## src/rtl/sdr_seq_pkg.sv

```systemverilog
// Shared definitions for the SDRAM init/refresh sequencer: command encodings,
// FSM state type and timer sizing helper.
package sdr_seq_pkg;

    // Commands encoded as {ras_n, cas_n, we_n}; issued with cs_n = 0
    localparam logic [2:0] CMD_NOP = 3'b111;
    localparam logic [2:0] CMD_PRE = 3'b010;
    localparam logic [2:0] CMD_AR  = 3'b001;
    localparam logic [2:0] CMD_MRS = 3'b000;

    typedef enum logic [3:0] {
        RST_WAIT,
        INIT_PRE,
        INIT_TRP,
        INIT_AR,
        INIT_TRFC,
        INIT_MRS,
        INIT_TMRD,
        IDLE,
        REQ,
        REF_PRE,
        REF_TRP,
        REF_AR,
        REF_TRFC
    } seq_state_e;

    // Width of a down-counter able to hold the largest of the timing values
    function automatic int unsigned tmr_width(input int unsigned a,
                                              input int unsigned b,
                                              input int unsigned c,
                                              input int unsigned d);
        int unsigned m;
        m = a;
        if (b > m) m = b;
        if (c > m) m = c;
        if (d > m) m = d;
        return (m < 2) ? 1 : $clog2(m + 1);
    endfunction

endpackage

```

## src/rtl/sdr_ref_timer.sv

```systemverilog
// Refresh-credit generator: interval counter plus saturating pending-credit
// counter. credit_c flags the cycle in which a credit is being added.
module sdr_ref_timer #(
    parameter int unsigned REF_INTERVAL = 780,
    parameter int unsigned MAX_PEND     = 8
) (
    input  logic       clk,
    input  logic       rst_n,
    input  logic       en,
    input  logic       dec,
    output logic [3:0] ref_pend,
    output logic       urgent,
    output logic       credit_c
);

    localparam int unsigned IW = (REF_INTERVAL < 2) ? 1 : $clog2(REF_INTERVAL);

    logic [IW-1:0] ivl_cnt;
    logic          wrap;

    assign wrap     = en && (ivl_cnt == IW'(REF_INTERVAL - 1));
    assign credit_c = wrap;

    // Interval counter, held at zero while credit generation is disabled
    always_ff @(posedge clk or negedge rst_n) begin
        if (!rst_n) begin
            ivl_cnt <= '0;
        end else if (!en || wrap) begin
            ivl_cnt <= '0;
        end else begin
            ivl_cnt <= ivl_cnt + IW'(1);
        end
    end

    // Pending credits; simultaneous credit and service cancel out
    always_ff @(posedge clk or negedge rst_n) begin
        if (!rst_n) begin
            ref_pend <= '0;
            urgent   <= 1'b0;
        end else begin
            if (wrap && !dec) begin
                if (ref_pend != 4'(MAX_PEND)) ref_pend <= ref_pend + 4'd1;
            end else if (dec && !wrap) begin
                if (ref_pend != 4'd0) ref_pend <= ref_pend - 4'd1;
            end
            urgent <= (ref_pend == 4'(MAX_PEND));
        end
    end

endmodule

```

## src/rtl/sdr_init_ref_seq.sv

```systemverilog
// SDRAM power-up init sequencer and auto-refresh scheduler.
// Optional macro SDR_REF_BURST_EN: one grant drains every pending credit.
module sdr_init_ref_seq
    import sdr_seq_pkg::*;
#(
    parameter int unsigned INIT_WAIT    = 10000,
    parameter int unsigned T_RP         = 3,
    parameter int unsigned T_RFC        = 7,
    parameter int unsigned T_MRD        = 2,
    parameter int unsigned NUM_INIT_REF = 2,
    parameter int unsigned REF_INTERVAL = 780,
    parameter int unsigned MAX_PEND     = 8,
    parameter int unsigned AW           = 13
) (
    input  logic          sdram_clk,
    input  logic          sdram_resetn,
    input  logic [AW-1:0] cfg_mode_reg,
    input  logic          cfg_ref_en,
    input  logic          ref_gnt,
    output logic          ref_req,
    output logic          ref_urgent,
    output logic          seq_active,
    output logic          init_done,
    output logic          sdr_cke,
    output logic          sdr_cs_n,
    output logic          sdr_ras_n,
    output logic          sdr_cas_n,
    output logic          sdr_we_n,
    output logic [1:0]    sdr_ba,
    output logic [AW-1:0] sdr_addr,
    output logic [3:0]    ref_pend
);

    localparam int unsigned TW  = tmr_width(INIT_WAIT, T_RP, T_RFC, T_MRD);
    localparam int unsigned ARW = (NUM_INIT_REF < 2) ? 1 : $clog2(NUM_INIT_REF + 1);
    // Wait states last T-1 cycles so the next command lands exactly at n+T
    localparam int unsigned TRP_LD  = (T_RP  >= 2) ? T_RP  - 2 : 0;
    localparam int unsigned TRFC_LD = (T_RFC >= 2) ? T_RFC - 2 : 0;
    localparam int unsigned TMRD_LD = (T_MRD >= 2) ? T_MRD - 2 : 0;

    seq_state_e     state, state_next;
    logic [TW-1:0]  tmr, tmr_next;
    logic [ARW-1:0] ar_cnt, ar_cnt_next;
    logic           tmr_zero;
    logic           credit_c;
    logic           dec_c;
    logic           pend_avail_c;

    logic [2:0]     cmd_next;
    logic [AW-1:0]  addr_next;
    logic           act_next;

    // Refresh credit bookkeeping
    sdr_ref_timer #(
        .REF_INTERVAL (REF_INTERVAL),
        .MAX_PEND     (MAX_PEND)
    ) u_ref_timer (
        .clk      (sdram_clk),
        .rst_n    (sdram_resetn),
        .en       (init_done && cfg_ref_en),
        .dec      (dec_c),
        .ref_pend (ref_pend),
        .urgent   (ref_urgent),
        .credit_c (credit_c)
    );

    assign tmr_zero     = (tmr == '0);
    assign pend_avail_c = (ref_pend != 4'd0) || credit_c;
    assign dec_c        = (state_next == REF_AR);

    // State register with timing counter and init AR count
    always_ff @(posedge sdram_clk or negedge sdram_resetn) begin
        if (!sdram_resetn) begin
            state  <= RST_WAIT;
            tmr    <= TW'(INIT_WAIT);
            ar_cnt <= '0;
        end else begin
            state  <= state_next;
            tmr    <= tmr_next;
            ar_cnt <= ar_cnt_next;
        end
    end

    // Next-state logic and next command decode
    always_comb begin
        state_next  = state;
        tmr_next    = tmr;
        ar_cnt_next = ar_cnt;
        cmd_next    = CMD_NOP;
        addr_next   = '0;
        act_next    = 1'b1;

        case (state)
            RST_WAIT: begin
                if (tmr_zero) state_next = INIT_PRE;
                else          tmr_next   = tmr - TW'(1);
            end
            INIT_PRE: begin
                state_next = INIT_TRP;
                tmr_next   = TW'(TRP_LD);
            end
            INIT_TRP: begin
                if (tmr_zero) state_next = INIT_AR;
                else          tmr_next   = tmr - TW'(1);
            end
            INIT_AR: begin
                state_next  = INIT_TRFC;
                tmr_next    = TW'(TRFC_LD);
                ar_cnt_next = ar_cnt + ARW'(1);
            end
            INIT_TRFC: begin
                if (tmr_zero) begin
                    if (ar_cnt == ARW'(NUM_INIT_REF)) state_next = INIT_MRS;
                    else                              state_next = INIT_AR;
                end else begin
                    tmr_next = tmr - TW'(1);
                end
            end
            INIT_MRS: begin
                state_next = INIT_TMRD;
                tmr_next   = TW'(TMRD_LD);
            end
            INIT_TMRD: begin
                if (tmr_zero) state_next = IDLE;
                else          tmr_next   = tmr - TW'(1);
            end
            IDLE: begin
                if (pend_avail_c) state_next = REQ;
            end
            REQ: begin
                if (ref_gnt) state_next = REF_PRE;
            end
            REF_PRE: begin
                state_next = REF_TRP;
                tmr_next   = TW'(TRP_LD);
            end
            REF_TRP: begin
                if (tmr_zero) state_next = REF_AR;
                else          tmr_next   = tmr - TW'(1);
            end
            REF_AR: begin
                state_next = REF_TRFC;
                tmr_next   = TW'(TRFC_LD);
            end
            REF_TRFC: begin
                if (tmr_zero) begin
`ifdef SDR_REF_BURST_EN
                    if (pend_avail_c) state_next = REF_AR;
                    else              state_next = IDLE;
`else
                    state_next = IDLE;
`endif
                end else begin
                    tmr_next = tmr - TW'(1);
                end
            end
            default: state_next = RST_WAIT;
        endcase

        case (state_next)
            INIT_PRE, REF_PRE: begin
                cmd_next      = CMD_PRE;
                addr_next[10] = 1'b1;
            end
            INIT_AR, REF_AR: cmd_next = CMD_AR;
            INIT_MRS: begin
                cmd_next  = CMD_MRS;
                addr_next = cfg_mode_reg;
            end
            default: cmd_next = CMD_NOP;
        endcase

        act_next = !(state_next inside {IDLE, REQ});
    end

    // Registered command bus and status outputs
    always_ff @(posedge sdram_clk or negedge sdram_resetn) begin
        if (!sdram_resetn) begin
            sdr_cke    <= 1'b0;
            sdr_cs_n   <= 1'b1;
            sdr_ras_n  <= 1'b1;
            sdr_cas_n  <= 1'b1;
            sdr_we_n   <= 1'b1;
            sdr_ba     <= 2'b00;
            sdr_addr   <= '0;
            ref_req    <= 1'b0;
            seq_active <= 1'b1;
            init_done  <= 1'b0;
        end else begin
            sdr_cke    <= 1'b1;
            sdr_cs_n   <= !act_next;
            {sdr_ras_n, sdr_cas_n, sdr_we_n} <= cmd_next;
            sdr_ba     <= 2'b00;
            sdr_addr   <= addr_next;
            ref_req    <= (state_next == REQ);
            seq_active <= act_next;
            init_done  <= init_done || (state_next == IDLE);
        end
    end

endmodule

```

## config.mk

```make
export PLATFORM = sky130hd
export DESIGN_NAME = sdr_init_ref_seq
export DESIGN_NICKNAME = d
export VERILOG_FILES = /design/src/rtl/sdr_seq_pkg.sv /design/src/rtl/sdr_ref_timer.sv /design/src/rtl/sdr_init_ref_seq.sv
export SDC_FILE = /design/constraint.sdc
export NUM_CORES = 1
export LEC_CHECK = 0
export CELL_PAD_IN_SITES_DETAIL_PLACEMENT = 1
export CELL_PAD_IN_SITES_GLOBAL_PLACEMENT = 2
export CORE_ASPECT_RATIO = 1.25
export CORE_MARGIN = 1
export CORE_UTILIZATION = 37
export DETAILED_ROUTE_END_ITERATION = 16
export HOLD_SLACK_MARGIN = 0.02
export PLACE_DENSITY_LB_ADDON = 0.1
export SETUP_SLACK_MARGIN = 0.4
export SYNTH_ARGS = -nofsm -noshare
export SYNTH_HDL_FRONTEND = slang
export SYNTH_SLANG_ARGS = --single-unit
```

## constraint.sdc

```tcl
create_clock -name sdram_clk -period 8.6 [get_ports sdram_clk]
set_clock_uncertainty 0.05 [all_clocks]
set_input_delay 1.72 -clock sdram_clk [delete_from_list [all_inputs] [get_ports sdram_clk]]
set_output_delay 1.72 -clock sdram_clk [all_outputs]
set_load 0.02 [all_outputs]
```

==> out/metrics.csv <==
stage;metric;value;unit
route;DR iter-0 viols;66;
sta;Fmax;256;MHz
logic_synthesis;synth unique cells;61;
run_status;outcome;finished clean;
layout;ANT cells;0;
cts;Hold Buf Count CTS;0;
setup_path;critical path fanouts, max;9;
logic_synthesis;area leader, netlist;dfrtp_1;
power_and_ir_drop;Leak;1.44;nW
cts;CTS max path bufs;2;
sta;fin crit period;3.91;ns
setup_path;Critical Path AT;4.06;ns
grt;vias in the first global route;2218;
grt;total gr overflow;0;
sta;worst hold margin;0.445;ns
floorplan;row count;35;
route;WL per Instance;15.6;µm
layout;synth-to-layout area growth;20.1;%
logic_synthesis;Post-synth ARST share;100;%
route;Via density;5.14;
route;# DRC;0;
route;via count;2108;
sta;setup violators final;0;
logic_synthesis;Synth top area share;40.3;%
sta;RSZ-0062 raised after global routing;false;
setup_path;Worst Reg-to-Reg Cells;11;
setup_path;Worst Path Class, Setup;input pin to flop;
cts;CTS Root Cell;clkbuf_8;
setup_path;critical path startpoint category;input pin;
logic_synthesis;Post-Syn Instances;276;
grt;largest net degree at the start of global routing;57;
route;drt first pass iters;4;
logic_synthesis;most common library cells after synthesis;dfrtp_1, nor2_1, nand2_1;
cts;cts repair resizes;0;
cts;setup bufs post-CTS;0;
sta;setup TNS;0;ns
logic_synthesis;mapped cell area;2860;µm²
floorplan;top-level I/O count;45;
layout;Final Non-Filler Cells;410;
run;max cap viols;0;
layout;post-route cell area;3430;µm²
setup_path;RR Endpoint;u_ref_timer.ref_pend[3]$_DFFE_PN0P_;
route;post-route ant nets;0;
place;Final GP Congestion;0.735;
sta;final hold violations;0;
setup_path;WP data required;8.75;ns
logic_synthesis;Avg Cell Area, Syn;10.3;µm²
floorplan;die footprint;8080;µm²
floorplan;Die X;80.6;µm
floorplan;Vert. Die Dim;100;µm
sta;final worst path period share;45.5;%
layout;fin util;46.1;%
worst_hold_path;Hold Path Class;flop to flop;
logic_synthesis;register bit total from synthesis;56;
setup_path;R2R Path Start;tmr[0]$_DFFE_PN0P_;
grt;initial antenna violation count;0;
floorplan;Initial Utilization;38.4;%
place;PortBufs;42;
cts;Clock Pin Slew Worst Setup and Hold Paths;0.11;ns
logic_synthesis;number of synthesized flops with an enable pin;0;
place;DP Wirelength;4.51;mm
setup_path;crit end category;flop;
sta;final slew viol count;0;
cts;H-tree Lvls;2;
logic_synthesis;top cells by area, synth;dfrtp_1, dfstp_2, nor2_1;
grt;global-route wire length before repair;11.2;mm
place;Placed Instances;402;
worst_hold_path;Hold Path Depth;1;
setup_path;reg-to-reg setup timing slack;4.96;ns
logic_synthesis;yosys warns;0;
cts;Clk Latency, worst-skew pair;0.32;ns
cts;Sink Count;56;
setup_path;CP startpoint;cfg_ref_en;
layout;# nets final;340;
setup_path;crit path capture;u_ref_timer.ref_pend[3]$_DFFE_PN0P_;
route;WL final;6.39;mm
logic_synthesis;Primary FF master, synth;dfrtp_1;
power_and_ir_drop;Power per Cell Area;285;nW/µm²
grt;All-Layer GR Usage;18.1;%
logic_synthesis;most common cell in the netlist;dfrtp_1;
sta;Max-slew headroom;51.5;%
floorplan;core outline area;7440;µm²
sta;Worst Tran Pin Value;0.728;ns
place;DP Area;3340;µm²
power_and_ir_drop;Peak VDD IR;0.000106;V
cts;CTS tree;done;
cts;CTS Buf Count;5;
layout;share of cells above drive strength 1;11.9;%
logic_synthesis;post-synthesis sequential area ratio;49.5;%
## cells by family (layout without fill, tap and decap cells)
family	after synthesis	in the layout	share of synthesized area [%]
xor+xnor	25	25	7.67
simple gates	124	124	25.0
mux	3	3	1.05
buf+inv	20	61	3.37
fa+ha+maj	7	7	3.24
other cells	2	3	0.263
flops	56	56	49.5
compound gates	39	39	9.94
## flip-flops by register name (all words and copies together), names as in the netlist
name	flops
tmr	14
u_ref_timer.ivl_cnt	10
sdr_we_n	1
sdr_ras_n	1
sdr_cas_n	1
u_ref_timer.ref_pend	4
u_ref_timer.urgent	1
ref_req	1
ar_cnt	2
seq_active	1
state	4
sdr_cs_n	1
sdr_addr	13
sdr_cke	1
init_done	1
## worst min-delay path by stage
stage / startpoint / end
floorplan: u_ref_timer.ivl_cnt[0]$_DFF_PN0_ / u_ref_timer.ivl_cnt[0]$_DFF_PN0_
global placement: u_ref_timer.ivl_cnt[0]$_DFF_PN0_ / u_ref_timer.ivl_cnt[0]$_DFF_PN0_
detailed placement: u_ref_timer.ivl_cnt[0]$_DFF_PN0_ / u_ref_timer.ivl_cnt[0]$_DFF_PN0_
CTS: u_ref_timer.ivl_cnt[0]$_DFF_PN0_ / u_ref_timer.ivl_cnt[0]$_DFF_PN0_
global route: u_ref_timer.ivl_cnt[0]$_DFF_PN0_ / u_ref_timer.ivl_cnt[0]$_DFF_PN0_
finish: u_ref_timer.ivl_cnt[0]$_DFF_PN0_ / u_ref_timer.ivl_cnt[0]$_DFF_PN0_
## where the power goes
part / switching [W] / internal, W
Combinational: 0.000240 / 0.000189
Sequential: 0.0000686 / 0.000325
Clock: 0.0000954 / 0.0000588
## area by class of cell
cell class | instances | area (µm²)
clock inverters | 3 | 22.5
clock buffers | 5 | 68.8
flip-flops and latches | 56 | 1410
inverters | 10 | 37.5
fillers | 860 | 4010
multi-input cells | 201 | 1350
repair buffers | 43 | 423
well taps | 92 | 115
## per-stage QoR
step	total power (W)	worst slack [ns]
final	0.000977	4.69
after global routing	0.00106	4.44
after CTS	0.000992	4.67
after detailed placement	0.000834	4.32
after global placement	0.000828	4.38
after floorplan	0.000699	5.04
## layout by cell type, fill, tap and decap left out, drive strengths merged, types with 2 or more instances in the layout
master          n
a21o            4
a21oi          13
a31oi           3
and2           13
and3            2
buf             2
clkbuf          5
clkdlybuf4s50  41
clkinv          2
conb            3
dfrtp          46
dfstp          10
ha              5
inv            11
mux2i           3
nand2          20
nand2b          8
nand3          15
nand3b          3
nand4           2
nand4b          3
nor2           33
nor2b           3
nor3            4
nor4            5
nor4b           2
o21ai           6
or3             2
or4             4
xnor2          11
xor2           14
## routing by layer
metal | GRT usage [%] | part of all wire, % | up-vias
met3 | 2.82 | 2.0 | 6
met5 | 0 | 0 | -
li1 | - | - | 1028
met1 | 24.5 | 45 | 1057
met4 | 4.53 | 1.1 | 0
met2 | 30.0 | 52 | 17
## worst max-delay path: stages
cell and delay, ns:
clkdlybuf4s50_1 0.48, nand4_1 0.15, nor4_4 0.43, nand2_1 0.20, ha_1 0.32, a21o_1 0.17, a21o_1 0.20, o311ai_0 0.27
o21ai_1 0.11
No activity file was read; power rests on OpenSTA's default activity.
